$ cat config.mk
export PLATFORM = sky130hd
export DESIGN_NAME = pwm_duty_ramp
export DESIGN_NICKNAME = d
export VERILOG_FILES = /design/src/rtl/pwm_pkg.sv /design/src/rtl/pwm_duty_ramp_tick_gen.sv /design/src/rtl/pwm_duty_ramp.sv
export SDC_FILE = /design/constraint.sdc
export NUM_CORES = 1
export LEC_CHECK = 0
export CORE_AREA = 2 2 56 110
export CTS_BUF_LIST = sky130_fd_sc_hd__clkbuf_16
export DETAILED_ROUTE_END_ITERATION = 7
export DIE_AREA = 0 0 58 112
export PLACE_DENSITY = 0.84
export SETUP_SLACK_MARGIN = 0.2
export SYNTH_ARGS = -nofsm -noshare
export SYNTH_HDL_FRONTEND = slang
export SYNTH_SLANG_ARGS = --single-unit
$ cat constraint.sdc
create_clock -name clk -period 4.1 [get_ports clk]
set_input_delay 0.41 -clock clk [delete_from_list [all_inputs] [get_ports clk]]
set_output_delay 0.41 -clock clk [all_outputs]
set_load 0.05 [all_outputs]
$ cat src/rtl/pwm_pkg.sv
// Shared definitions for the PWM duty path: default duty width, ramp FSM
// states and the step normalisation used when a new target is accepted.
package pwm_pkg;

    localparam int DUTY_W_DEFAULT = 8;

    typedef enum logic [1:0] {
        IDLE      = 2'd0,
        RAMP_UP   = 2'd1,
        RAMP_DOWN = 2'd2
    } ramp_state_t;

    // A step of zero would stall the ramp forever, so it is promoted to one.
    function automatic logic [3:0] eff_step(input logic [3:0] s);
        return (s == 4'd0) ? 4'd1 : s;
    endfunction

endpackage

$ cat src/rtl/pwm_duty_ramp_tick_gen.sv
// Free-running prescaler: pulses tick for one cycle every PRESCALE clocks.
// Shared with pwm_generator as its period counter.
module ramp_tick_gen #(
    parameter int unsigned PRESCALE = 256
) (
    input  logic clk,
    input  logic reset,
    output logic tick
);

    localparam int unsigned CNT_W = (PRESCALE > 1) ? $clog2(PRESCALE) : 1;
    localparam logic [CNT_W-1:0] LAST = CNT_W'(PRESCALE - 1);

    logic [CNT_W-1:0] cnt;

    // Count 0..PRESCALE-1 and wrap; never resynchronised to the data path.
    always_ff @(posedge clk or posedge reset) begin
        if (reset) begin
            cnt <= '0;
        end else if (cnt == LAST) begin
            cnt <= '0;
        end else begin
            cnt <= cnt + CNT_W'(1);
        end
    end

    assign tick = (cnt == LAST);

endmodule

$ cat src/rtl/pwm_duty_ramp.sv
// Duty slew-rate limiter feeding pwm_generator. Accepts a target duty over
// valid/ready and walks duty toward it by at most step_q per prescaler tick.
// Optional feature: define PWM_RAMP_ABORT_EN to add an abort input that
// freezes duty and returns to IDLE without a done pulse.
module pwm_duty_ramp
    import pwm_pkg::*;
#(
    parameter int unsigned PRESCALE = 256,
    parameter int          DUTY_W   = DUTY_W_DEFAULT
) (
    input  logic              clk,
    input  logic              reset,
    input  logic [DUTY_W-1:0] tgt_duty,
    input  logic              tgt_valid,
    output logic              tgt_ready,
    input  logic [3:0]        step,
    output logic [DUTY_W-1:0] duty,
    output logic              busy,
    output logic              done
`ifdef PWM_RAMP_ABORT_EN
    ,
    input  logic              abort
`endif
);

    localparam int DW1 = DUTY_W + 1;

    // Saturating step toward tgt. Returns {reached, next_duty}. The distance
    // is formed one bit wider than duty so it can never wrap, and the target
    // is loaded directly whenever the remaining distance fits in one step.
    function automatic logic [DUTY_W:0] ramp_next(
        input logic [DUTY_W-1:0] cur,
        input logic [DUTY_W-1:0] tgt,
        input logic [3:0]        stp,
        input logic              up
    );
        logic signed [DUTY_W:0] diff;
        logic signed [DUTY_W:0] stp_s;
        logic [DUTY_W-1:0]      nxt;
        logic                   reached;
        stp_s = DW1'(stp);
        if (up) begin
            diff = $signed({1'b0, tgt}) - $signed({1'b0, cur});
        end else begin
            diff = $signed({1'b0, cur}) - $signed({1'b0, tgt});
        end
        reached = (diff <= stp_s);
        if (reached) begin
            nxt = tgt;
        end else if (up) begin
            nxt = cur + DUTY_W'(stp);
        end else begin
            nxt = cur - DUTY_W'(stp);
        end
        return {reached, nxt};
    endfunction

    ramp_state_t       state, state_d;
    logic [DUTY_W-1:0] duty_d, tgt_q, tgt_d;
    logic [3:0]        step_q, step_d;
    logic              done_d;
    logic              tick;
    logic [DUTY_W:0]   nxt;

    ramp_tick_gen #(
        .PRESCALE(PRESCALE)
    ) u_tick (
        .clk  (clk),
        .reset(reset),
        .tick (tick)
    );

    // FSM state register.
    always_ff @(posedge clk or posedge reset) begin
        if (reset) begin
            state <= IDLE;
        end else begin
            state <= state_d;
        end
    end

    // Duty, target/step latches and the registered done pulse.
    always_ff @(posedge clk or posedge reset) begin
        if (reset) begin
            duty   <= '0;
            tgt_q  <= '0;
            step_q <= 4'd1;
            done   <= 1'b0;
        end else begin
            duty   <= duty_d;
            tgt_q  <= tgt_d;
            step_q <= step_d;
            done   <= done_d;
        end
    end

    // Next-state, next-data and handshake outputs. A tick in the acceptance
    // cycle is ignored because acceptance only happens in IDLE.
    always_comb begin
        state_d   = state;
        duty_d    = duty;
        tgt_d     = tgt_q;
        step_d    = step_q;
        done_d    = 1'b0;
        nxt       = '0;
        tgt_ready = (state == IDLE);
        busy      = (state != IDLE);
        case (state)
            IDLE: begin
                if (tgt_valid) begin
                    tgt_d  = tgt_duty;
                    step_d = eff_step(step);
                    if (tgt_duty > duty) begin
                        state_d = RAMP_UP;
                    end else if (tgt_duty < duty) begin
                        state_d = RAMP_DOWN;
                    end else begin
                        done_d = 1'b1;
                    end
                end
            end
            RAMP_UP, RAMP_DOWN: begin
`ifdef PWM_RAMP_ABORT_EN
                if (abort) begin
                    state_d = IDLE;
                end else
`endif
                if (tick) begin
                    nxt    = ramp_next(duty, tgt_q, step_q, state == RAMP_UP);
                    duty_d = nxt[DUTY_W-1:0];
                    if (nxt[DUTY_W]) begin
                        state_d = IDLE;
                        done_d  = 1'b1;
                    end
                end
            end
            default: begin
                state_d = IDLE;
            end
        endcase
    end

endmodule

Word level (Yosys, flattened, before mapping)
Cells that the tools add are included.
{"block": "totals", "regBits": 31, "latch_bits": 0, "ram_bits": 0, "romBits": 0, "in_bits": 15, "out_inout_bits": 11, "word_cells": 47, "memories": 0}
{"block": "op_classes", "addsub": 5, "mul": 0, "n_div": 0, "n_lt_le_gt_ge": 3, "n_eq_ne": 7, "shifts": 0, "mux": 19, "n_bitwise": 0, "n_reduce_logical": 7}
{"operator": "9-bit 2-to-1 mux", "n": 3}
{"operator": "8-bit 2-to-1 mux", "n": 3}
{"operator": "8-bit by 8-bit subtractor with 9-bit output", "n": 2}
{"operator": "2-bit 2-to-1 mux", "n": 5}
{"operator": "9-bit by 5-bit <= comparator with 1-bit output", "n": 1}
{"operator": "8-bit by 1-bit adder with 8-bit output (second input constant)", "n": 1}
{"operator": "8-bit by 4-bit adder with 8-bit output", "n": 1}
{"operator": "8-bit == test (second input constant)", "n": 1}
{"operator": "8-bit greater-than comparator", "n": 1}
{"operator": "8-bit < comparator", "n": 1}
{"operator": "8-bit by 4-bit subtractor with 8-bit output", "n": 1}
{"operator": "2-bit != test (second input constant)", "n": 3}
{"operator": "1-bit 2-to-1 mux", "n": 5}
{"operator": "4-bit zero test", "n": 1}
{"operator": "4-bit 2-to-1 mux", "n": 1}
{"operator": "2-bit case mux with 2 select lines", "n": 1}
{"operator": "2-bit AND reduction", "n": 2}
{"operator": "4-bit AND reduction", "n": 1}
{"operator": "3-bit by 1-bit != test with 1-bit output (second input constant)", "n": 1}
{"operator": "2-bit by 1-bit == test with 1-bit output (second input constant)", "n": 1}
{"operator": "2-bit == test (second input constant)", "n": 1}
{"operator": "2-bit zero test", "n": 1}
{"operator": "1-bit case mux with 2 select lines", "n": 1}
{"operator": "2-bit nonzero test", "n": 1}
{"operator": "2-bit OR reduction", "n": 1}

Depth between registers and ports, before layout
Gate-level depths: netlist of the first run.
{"block": "logic_depth", "ltp_word": 8, "ltp_mapped": 15}

By module
From an unflattened synthesis of the first run, not the netlist that was laid out.
{"block": "unflattened", "hier_cells": 316, "area_unflattened_um2": 2820.2}
{"module": "pwm_duty_ramp", "instances": 1, "cells_per_inst": 285, "area_per_inst_um2": 2473.6, "seq_area_each_um2": 576.8}
{"module": "ramp_tick_gen", "instances": 1, "cells_per_inst": 31, "area_per_inst_um2": 346.6, "seq_area_each_um2": 200.2}

Worst setup path before layout of the first run
No wires, ideal clock.
{"block": "synth_timing", "kind": "register to register", "start": "register duty[2]", "end": "register duty[6]", "arrival_ns": 3.236, "required_time_ns": 4.004, "setup_slack_ns": 0.768, "stages_incl_launch_ff": 15, "path_buffers": 1, "path_cell_list": "dfrtp_1 > inv_1 > ha_1 > buf_4 > a21oi_1 > nand2_1 > o21ai_0 > xnor2_1 > ha_1 > and4_2 > a21oi_1 > a211oi_4 > and2_1 > mux2_2 > o31ai_1"}
{"block": "synth_between", "elab_chain_len": 6}
{"item": "start, declared", "line": "pwm_duty_ramp.sv:17", "source": "output logic [DUTY_W-1:0] duty,"}
{"item": "start signal, assigned", "line": "pwm_duty_ramp.sv:90", "source": "duty <= duty_d;"}
{"item": "8-bit by 8-bit subtractor with 9-bit output, on equally long branches", "line": "pwm_duty_ramp.sv:45, pwm_duty_ramp.sv:43"}
{"item": "9-bit 2-to-1 mux", "line": "pwm_duty_ramp.sv:42", "source": "if (up) begin"}
{"item": "9-bit 2-to-1 mux", "line": "pwm_duty_ramp.sv:128", "source": "if (tick) begin"}
{"item": "9-bit 2-to-1 mux", "line": "pwm_duty_ramp.sv:108", "source": "case (state)"}
{"item": "9-bit by 5-bit <= comparator with 1-bit output", "line": "pwm_duty_ramp.sv:47", "source": "reached = (diff <= stp_s);"}
{"item": "8-bit 2-to-1 mux *", "line": "pwm_duty_ramp.sv:48", "source": "if (reached) begin"}
Mark *: on every way between the ends. The rest lies on a longest branch, timed or not. The select of a mux whose other input is x is not followed.
A chain may end at the register's enable or synchronous reset.

Final worst setup path of the first run
{"block": "layout_timing", "start": "register duty[0]", "end": "register state[0]"}
{"block": "layout_between", "elab_chain_len": 7}
{"item": "8-bit by 8-bit subtractor with 9-bit output, on equally long branches", "line": "pwm_duty_ramp.sv:45, pwm_duty_ramp.sv:43"}
{"item": "9-bit 2-to-1 mux", "line": "pwm_duty_ramp.sv:42"}
{"item": "9-bit 2-to-1 mux", "line": "pwm_duty_ramp.sv:128"}
{"item": "9-bit 2-to-1 mux", "line": "pwm_duty_ramp.sv:108"}
{"item": "9-bit by 5-bit <= comparator with 1-bit output", "line": "pwm_duty_ramp.sv:47"}
{"item": "2-bit != test (no source line)"}
{"item": "4-bit AND reduction (no source line)"}
{"item": "end signal, assigned", "line": "pwm_duty_ramp.sv:78", "source": "state <= state_d;"}
{"item": "end, declared", "line": "pwm_duty_ramp.sv:58", "source": "ramp_state_t state, state_d;"}
Parallel ways exist; a longest one is shown, timed or not. The select of a mux whose other input is x is not followed.

==> results.txt, run 1 <==
routability cong. = 0.9232
clock latency on the worst-skew pair = 0.28 ns
Synth Instances = 320
DP Wirelength = 5778 um
Die Wd = 58 um
Hold Path Stages = 1
die height = 112 um
Leakage = 0.001552 uW
Routed Wire Length = 7192 um
Nets = 405
1st-iter DRT viols = 66
postcts setup bufs = 0
# resized after CTS = 0
clock slew at the register clock pins of the worst setup and hold paths = 0.05 ns
Initial Utilization = 0.5283
Crit path arrival time = 3.55 ns
CTS tree = yes
count of maximum capacitance violations = 0
Synth Area in Adders = 0.2000
crit path max-delay cell type = dfrtp_1
Overflow after GRT = 0
first-pass GRT wire length = 11,790 um
Clock Skew = 0.007423 ns
Final Hold Viols = 0
hold bufs inserted after CTS = 0
number of diodes = 0
Synth Area in Compound Gates = 0.1946
Final setup viols = 0
Via-to-Cell Ratio = 6.076
Worst IR Drop VDD = 0.5332 mV
slew margin rel. = 0.3980
PD cells = 673.7 nW/um^2
Core Util, Final = 0.6019
DR WL/cell = 17.71 um
DR vias = 2,467
multiplexer area fraction after synthesis = 0.06904
top_reg_cell synth = dfrtp_1
CP Cell Sequence = inv_1, ha_1, fa_1, mux2i_1, xor2_1, ha_1, and4_2, a21oi_1, a211oi_4, and2_1, a21oi_1, mux2i_1
vias in the first global route = 2,514
largest net degree at the start of global routing = 24
share of post-route cells with drive strength above 1 = 0.1217
most frequent cells in the layout = ha_1, inv_1, dfrtp_1, a21oi_1, clkdlybuf4s50_1
Comb pwr share = 0.648
htree depth = 2
worst min path class = reg2reg
RSZ-0062 raised after global routing = no
largest family of logic cells by synthesized area = adder cells
asr flop ratio synth = 1.000
drt first pass iters = 4
sequential area share after synthesis = 0.2598
synthesis-to-finish area growth = 13.93%
Num CTS Buffers = 5
commonest non-fill, non-tap cell in the layout = ha_1
num ports = 26
Slew Viols, Final = 0
Synth Warn # = 0
Fillers = 478
FF/Latch Area = 777.0 sq um
clock sinks = 31
clock share of power = 0.149
Synth cell types = 62
FP Rows = 39
Post-synth EDFFs = 0
Reg power frac = 0.203
Net Sw Frac = 0.4709
Worst-Margin Slew = 0.9020 ns
Max stage delay on crit path = 0.44 ns
DRC Markers = 0
synthesized cell area = 2990 sq um
Critical Path Start Type = flip-flop
fin crit share = 0.8196
total power = 2295 uW
syn nets = 381
R2R depth = 12
multi-input logic area = 2028 sq um
worst setup path category = reg2reg
root buffer cell = clkbuf_16
Psw = 1081 uW
status = finished, final reports clean
Critical Path RT = 4.29 ns
Final TNS setup = 0 ns
Antenna Violating Nets Remaining = 0
GRT Overall Usage = 0.2391
antenna violations before repair = 0
Max FO, Critical Path = 6
Setup crit end kind = flip-flop
DIE AREA = 6496 sq um
Synth Register Bits = 31
CTS max path bufs = 2
Buffers on Ports = 25
Avg Cell Area, Syn = 9.345 sq um
Fmax = 297.6 MHz
cell-internal power = 1214 uW
simple-gate share of the synthesized area = 0.1678
core footprint = 5660 sq um
final worst path period need = 3.360 ns
XOR/XNOR Fraction of Synth Area = 0.04686
worst max-delay path: cells and delay by family, from the launching register on:
kind	cells	cell delay [ns]
flops	1	0.44
xor+xnor	1	0.18
compound gates	3	0.72
simple gates	2	0.46
buf+inv	1	0.11
fa+ha+maj	3	0.89
mux	2	0.45
cell families (layout without fill, tap and decap cells):
kind of cell               Yosys count  after routing
and+or+nand+nor                     89             89
xor gates and xnor gates            16             16
adders and majority gates           46             46
AOI/OAI and AO/OA                   78             78
buffers and inverters               42             67
DFF                                 31             31
muxes                               18             18
path summary, 6_finish.rpt:
kind                                       to          start  slack [ns]
worst min-delay path            u_tick.cnt[0]  u_tick.cnt[0]        0.48
worst max-delay path                 state[0]        duty[0]        0.74
min in group asynchronous             duty[0]          reset        0.63
worst max register to register       state[0]        duty[0]        0.74
worst min register to register  u_tick.cnt[0]  u_tick.cnt[0]        0.48
max in group asynchronous            state[1]          reset        2.80
power by group through the flow:
stage               registers [uW]  clock network, uW  logic [uW]
floorplan                      438                  0        1190
global placement               462                  0        1420
detailed placement             466                  0        1470
CTS                            463                350        1480
global route                   475                366        1660
finish                         466                342        1490
through the flow:
step                cell area, sq um  instances  hold slack (ns)  worst slack, ns
detailed placement              3271        398           0.4695           0.8351
CTS                             3407        406           0.4774           0.7630
floorplan                       2990        320           0.4380           0.7682
finish                          3407        406           0.4787           0.7396
global placement                3271        398           0.4619           0.9120
global route                    3407        406           0.4852           0.4569
final cells by class:
cell class / count / area share
repair buffers: 28 / 0.08006
flip-flops and latches: 31 / 0.2281
clock buffers: 5 / 0.03672
well taps: 61 / 0.02240
clock inverters: 3 / 0.003305
inverters: 31 / 0.03415
multi-input cells: 247 / 0.5953
sequential cells by signal, indices dropped and copies added, names as in the netlist:
signal      count
tgt_q           8
step_q          4
duty            8
done            1
state           2
u_tick.cnt      8
cell usage after synthesis, drive strengths merged (3+ instances only):
cell type / n / share of area
ha: 43 / 0.18
inv: 31 / 0.039
dfrtp: 30 / 0.25
a21oi: 28 / 0.052
nand2: 24 / 0.030
mux2: 15 / 0.059
nor3: 12 / 0.020
a211oi: 10 / 0.036
xnor2: 10 / 0.029
nand3: 9 / 0.015
nor2: 9 / 0.011
o21ai: 8 / 0.013
buf: 7 / 0.018
and2: 6 / 0.013
o31ai: 6 / 0.017
xor2: 6 / 0.018
and3: 5 / 0.011
clkbuf: 4 / 0.0050
nand2b: 4 / 0.0084
nand3b: 4 / 0.011
o211ai: 4 / 0.015
a21o: 3 / 0.0075
fa: 3 / 0.020
mux2i: 3 / 0.010
nand4: 3 / 0.0063
nor2b: 3 / 0.0063
layer usage:
layer	share of wire	GRT usage
met5	0	0
met4	0.060	0.1705
met3	0.027	0.02787
met2	0.54	0.4273
met1	0.37	0.2437
No activity file was read; power rests on OpenSTA's default activity.
==> run 2, diff against run 1 <==
- clock period: 4.1 -> 3.3 ns (I/O delays scaled with it)
==> results.txt, run 2 (synthesized netlist as in run 1, its figures left out) <==
Fillers = 466 (-2.5%)
GRT Overall Usage = 0.2517 (+0.01263)
Net Sw Frac = 0.4752 (+0.004284)
Critical Path Start Type = flip-flop
number of diodes = 0 (unchanged)
CTS max path bufs = 2 (unchanged)
DP Wirelength = 6039 um (+4.5%)
top flop regs = duty x8, tgt_q x8, u_tick.cnt x8
DIE AREA = 6496 sq um (unchanged)
Final TNS setup = 0 ns (unchanged)
count of maximum capacitance violations = 0 (unchanged)
Reg power frac = 0.193 (-0.010)
most frequent cells in the layout = ha_1, inv_1, dfrtp_1, clkdlybuf4s50_1, nand2_1
synthesis-to-finish area growth = 17.03%
Via-to-Cell Ratio = 6.236 (+2.6%)
die height = 112 um (unchanged)
htree depth = 2 (unchanged)
root buffer cell = clkbuf_16
RSZ-0062 raised after global routing = yes
largest net degree at the start of global routing = 24 (unchanged)
Die Wd = 58 um (unchanged)
Clock Skew = 0.003187 ns (-0.004236 ns)
share of post-route cells with drive strength above 1 = 0.1857 (+0.06398)
Leakage = 0.001574 uW (+1.4%)
DR vias = 2,563 (+3.9%)
core footprint = 5660 sq um (unchanged)
final worst path period need = 3.105 ns (-0.2554 ns)
Fmax = 322.1 MHz (+8.2%)
CTS tree = yes
slew margin rel. = 0.4686 (+0.07056)
Initial Utilization = 0.5283 (unchanged)
vias in the first global route = 2,736 (+8.8%)
clock latency on the worst-skew pair = 0.28 ns (about the same)
Final setup viols = 0 (unchanged)
Worst-Margin Slew = 0.7952 ns (-0.1068 ns)
status = finished, final reports clean
Final WS setup = 0.1950 ns (-0.5446 ns)
Buffers on Ports = 25 (unchanged)
Overflow after GRT = 0 (unchanged)
worst min path class = in2async
smallest hold slack = 0.4493 ns (-0.02943 ns)
Num CTS Buffers = 5 (unchanged)
Slew Viols, Final = 0 (unchanged)
clock sinks = 31 (unchanged)
DR WL/cell = 18.90 um (+6.7%)
Setup crit end kind = flip-flop
FP Rows = 39 (unchanged)
clock share of power = 0.142 (-0.007)
antenna violations before repair = 0 (unchanged)
worst setup path category = reg2reg
first-pass GRT wire length = 12,570 um (+6.7%)
cell-internal power = 1579 uW (+30%)
PD cells = 859.9 nW/um^2 (+28%)
Final Hold Viols = 0 (unchanged)
Antenna Violating Nets Remaining = 0 (unchanged)
crit path launch = duty[0]
r2r startpoint = duty[0]
fin crit share = 0.9409 (+0.1213)
drt first pass iters = 4 (unchanged)
routability cong. = 0.9424 (+2.1%)
num ports = 26 (unchanged)
Psw = 1430 uW (+32%)
Comb pwr share = 0.665 (+0.017)
Critical Path RT = 3.48 ns (-0.81 ns)
Nets = 410 (+1.2%)
Crit path arrival time = 3.29 ns (-0.26 ns)
DRC Markers = 0 (unchanged)
Worst IR Drop VDD = 0.6226 mV (+17%)
clock slew at the register clock pins of the worst setup and hold paths = 0.05 ns (about the same)
1st-iter DRT viols = 86 (+30%)
commonest non-fill, non-tap cell in the layout = ha_1
Max FO, Critical Path = 6 (unchanged)
Routed Wire Length = 7769 um (+8.0%)
total power = 3009 uW (+31%)
Setup WS pre-CTS = 0.1250 ns (-0.7101 ns)
hold bufs inserted after CTS = 0 (unchanged)
[run 2: cell type report]
type | count | area (sq um) | area share
clock buffers | 5 | 125.1 | 0.03575
clock inverters | 3 | 11.26 | 0.003218
inverters | 31 | 116.4 | 0.03325
multi-input cells | 247 | 2074 | 0.5928
flip-flops and latches | 31 | 782.0 | 0.2235
well taps | 61 | 76.32 | 0.02181
repair buffers | 33 | 314.1 | 0.08974
[run 2: path summary, 6_finish.rpt]
kind                            endpoint  slack (ns)  cells after the start
setup / recovery                 duty[6]        0.19                     11
hold / removal                  tgt_q[2]        0.45                      2
setup reg to reg                 duty[6]        0.19                     11
hold reg to reg            u_tick.cnt[4]        0.47                      1
max in group asynchronous        duty[7]        2.18                      3
min in group clk           u_tick.cnt[4]        0.47                      1
[run 2: power by group through the flow]
| stage | sequential (uW) | combinational, uW | clock [uW] |
|---|---|---|---|
| after detailed placement | 582 | 1860 | 0 |
| after global routing | 593 | 2200 | 444 |
| final | 582 | 2000 | 427 |
| after global placement | 573 | 1790 | 0 |
| after floorplan | 545 | 1490 | 0 |
| after CTS | 574 | 1900 | 431 |
[run 2: worst max-delay path, stage by stage (launching register included)]
cell	delay [ns]
dfrtp_2	0.45
ha_2	0.20
fa_1	0.48
mux2i_1	0.08
ha_1	0.32
nor2b_1	0.13
o211ai_1	0.20
a21oi_2	0.12
a211oi_4	0.32
and2_4	0.23
mux2_4	0.30
o31ai_2	0.16
[run 2: routing by layer]
layer / routed length (um) / share of wire / vias to the layer above / track usage
met2: 4346 / 0.56 / 90 / 0.4538
met5: 0 / 0 / - / 0
met1: 2821 / 0.36 / 1234 / 0.2655
li1: - / - / 1209 / -
met4: 366 / 0.047 / 0 / 0.1581
met3: 234 / 0.030 / 30 / 0.02555
[run 2: stage by stage]
| stage | cell area, sq um | utilization | std cells |
|---|---|---|---|
| after global routing | 3500 | 0.6183 | 411 |
| after global placement | 3282 | 0.5798 | 398 |
| after floorplan | 3003 | - | 320 |
| final | 3500 | 0.6183 | 411 |
| after CTS | 3432 | 0.6063 | 407 |
| after detailed placement | 3282 | 0.5798 | 398 |
[run 2: what timing repair did]
item	4_1_cts	5_1_grt
endpoints found under the setup margin	6	8
gates resized for setup	2	11
pin swaps	1	4
buffers inserted	1	4
==> run 3, diff against run 2 <==
- CORE_AREA: 2 2 56 110 -> 2 2 57 112
- DIE_AREA: 0 0 58 112 -> 0 0 59 114
- clock period: 3.3 -> 2.6 ns (I/O delays scaled with it)
==> results.txt, run 3 (synthesized netlist as in run 1, its figures left out) <==
slew margin rel. = 0.6206 (+0.1520)
Leakage = 0.001918 uW (+22%)
Setup crit end kind = flip-flop
root buffer cell = clkbuf_16
worst r2r dst = duty[6]
1st-iter DRT viols = 195 (+130%)
commonest non-fill, non-tap cell in the layout = buf_4
GRT Overall Usage = 0.2714 (+0.01969)
Critical Path RT = 2.79 ns (-0.69 ns)
antenna violations before repair = 0 (unchanged)
DIE AREA = 6726 sq um (+3.5%)
PD cells = 1158 nW/um^2 (+35%)
htree depth = 2 (unchanged)
top flop regs = duty x8, tgt_q x8, u_tick.cnt x8
Initial Utilization = 0.5064 (-0.02194)
worst min path class = in2async
routability cong. = 0.8955 (-5.0%)
DP Wirelength = 6629 um (+9.8%)
Die Wd = 59 um (+1.7%)
Final setup viols = 11 (+11)
fin crit share = 1.201 (+0.2603)
reg-to-reg slack, setup = -0.52 ns (-0.72 ns)
clock latency on the worst-skew pair = 0.28 ns (about the same)
hold bufs inserted after CTS = 0 (unchanged)
DR vias = 2,840 (+11%)
core footprint = 5906 sq um (+4.3%)
Core Util, Final = 0.6915 (+0.07327)
share of post-route cells with drive strength above 1 = 0.3309 (+0.1452)
synthesis-to-finish area growth = 36.57%
Nets = 477 (+16%)
Reg power frac = 0.152 (-0.041)
CTS max path bufs = 2 (unchanged)
vias in the first global route = 2,990 (+9.3%)
Crit path depth = 12 (+1)
clock sinks = 31 (unchanged)
Fillers = 439 (-5.8%)
DRC Markers = 0 (unchanged)
DR WL/cell = 17.87 um (-5.5%)
Num CTS Buffers = 5 (unchanged)
count of maximum capacitance violations = 0 (unchanged)
num ports = 26 (unchanged)
R2R depth = 12 (+1)
drt first pass iters = 5 (+1)
smallest hold slack = 0.3634 ns (-0.08588 ns)
delay-heaviest family, CP = adder cells
Worst IR Drop VDD = 1.201 mV (+93%)
r2r startpoint = duty[0]
multi-input logic area = 2097 sq um (+1.1%)
Slew Viols, Final = 0 (unchanged)
Max FO, Critical Path = 4 (-2)
clock slew at the register clock pins of the worst setup and hold paths = 0.05 ns (about the same)
RSZ-0062 raised after global routing = yes
Worst-Margin Slew = 0.5643 ns (-0.2309 ns)
final worst path period need = 3.123 ns (+0.01822 ns)
Crit path arrival time = 3.31 ns (+0.02 ns)
Final WS setup = -0.5232 ns (-0.7182 ns)
Overflow after GRT = 0 (unchanged)
number of diodes = 0 (unchanged)
clock share of power = 0.139 (-0.003)
Max stage delay on crit path = 0.44 ns (-0.04 ns)
worst setup path category = reg2reg
Antenna Violating Nets Remaining = 0 (unchanged)
CP Cell Sequence = inv_2, ha_4, fa_1, mux2i_1, ha_1, nor2b_1, o211ai_1, a21oi_2, a211oi_4, and2_4, mux2_2, o31ai_2
cell-internal power = 2674 uW (+69%)
Clock Skew = 0.003182 ns (-0.000004880 ns)
Final Hold Viols = 0 (unchanged)
Net Sw Frac = 0.4346 (-0.04055)
Buffers on Ports = 25 (unchanged)
Critical Path Start Type = flip-flop
Final TNS setup = -4.929 ns (-4.929 ns)
Routed Wire Length = 8576 um (+10%)
Via-to-Cell Ratio = 5.917 (-5.1%)
failing checks = setup timing
CTS tree = yes
Psw = 2055 uW (+44%)
most frequent cells in the layout = buf_4, ha_1, inv_1, clkdlybuf4s50_1, nand2_1
largest net degree at the start of global routing = 32 (+33%)
Comb pwr share = 0.709 (+0.044)
worst path buffer plus inverter count = 1 (+1)
crit path max-delay cell type = dfrtp_2
Fmax = 320.2 MHz (-0.58%)
FF/Latch Area = 785.8 sq um (+0.48%)
FP Rows = 40 (+2.6%)
die height = 114 um (+1.8%)
status = finished, violations left
first-pass GRT wire length = 13,940 um (+11%)
-- run 3: timing repair --
action                                  in CTS  in global routing
setup buffers                                3                  3
resized for setup                            6                  5
endpoints found under the setup margin      11                 11
pin swaps                                    8                  4
-- run 3: worst max-delay path by stage --
stage | from | endpoint | slack, ns
3_5_place_dp | tgt_q[0] | duty[6] | -0.52
3_3_place_gp | duty[0] | duty[6] | -0.35
5_1_grt | duty[0] | duty[6] | -0.61
6_report | duty[0] | duty[6] | -0.52
2_1_floorplan | duty[0] | duty[6] | -0.48
4_1_cts | tgt_q[0] | duty[6] | -0.43
-- run 3: tightest hold or removal path, delay by kind of cell --
family | cells | cell delay [ns]
buf+inv | 3 | 0.80
-- run 3: power by group through the flow --
| stage | clock (uW) | sequential, uW | combinational [uW] |
|---|---|---|---|
| finish | 658 | 718 | 3350 |
| floorplan | 0 | 695 | 1980 |
| global route | 689 | 727 | 3620 |
| detailed placement | 0 | 709 | 3070 |
| CTS | 667 | 703 | 3210 |
| global placement | 0 | 695 | 2930 |
-- run 3: stage by stage --
step	worst slack (ns)	area (sq um)	total power, uW	instances
after floorplan	-0.4770	3035	2672	320
after global placement	-0.3453	3809	3623	466
after detailed placement	-0.5245	3809	3779	466
after CTS	-0.4273	4023	4583	477
after global routing	-0.6132	4084	5038	480
final	-0.5232	4084	4729	480
-- run 3: cell type report --
| type | count | share of cell area |
|---|---|---|
| multi-input cells | 247 | 0.5135 |
| repair buffers | 100 | 0.2062 |
| flip-flops and latches | 31 | 0.1924 |
| clock buffers | 5 | 0.03064 |
| inverters | 31 | 0.02849 |
| well taps | 63 | 0.01930 |
| clock inverters | 3 | 0.009498 |
-- run 3: layer usage --
metal / vias to the layer above / routed length (um) / global-route usage
met5: - / 0 / 0
met1: 1365 / 3152 / 0.3027
met4: 0 / 380 / 0.1258
met2: 97 / 4665 / 0.4911
met3: 31 / 377 / 0.03175
li1: 1347 / - / -
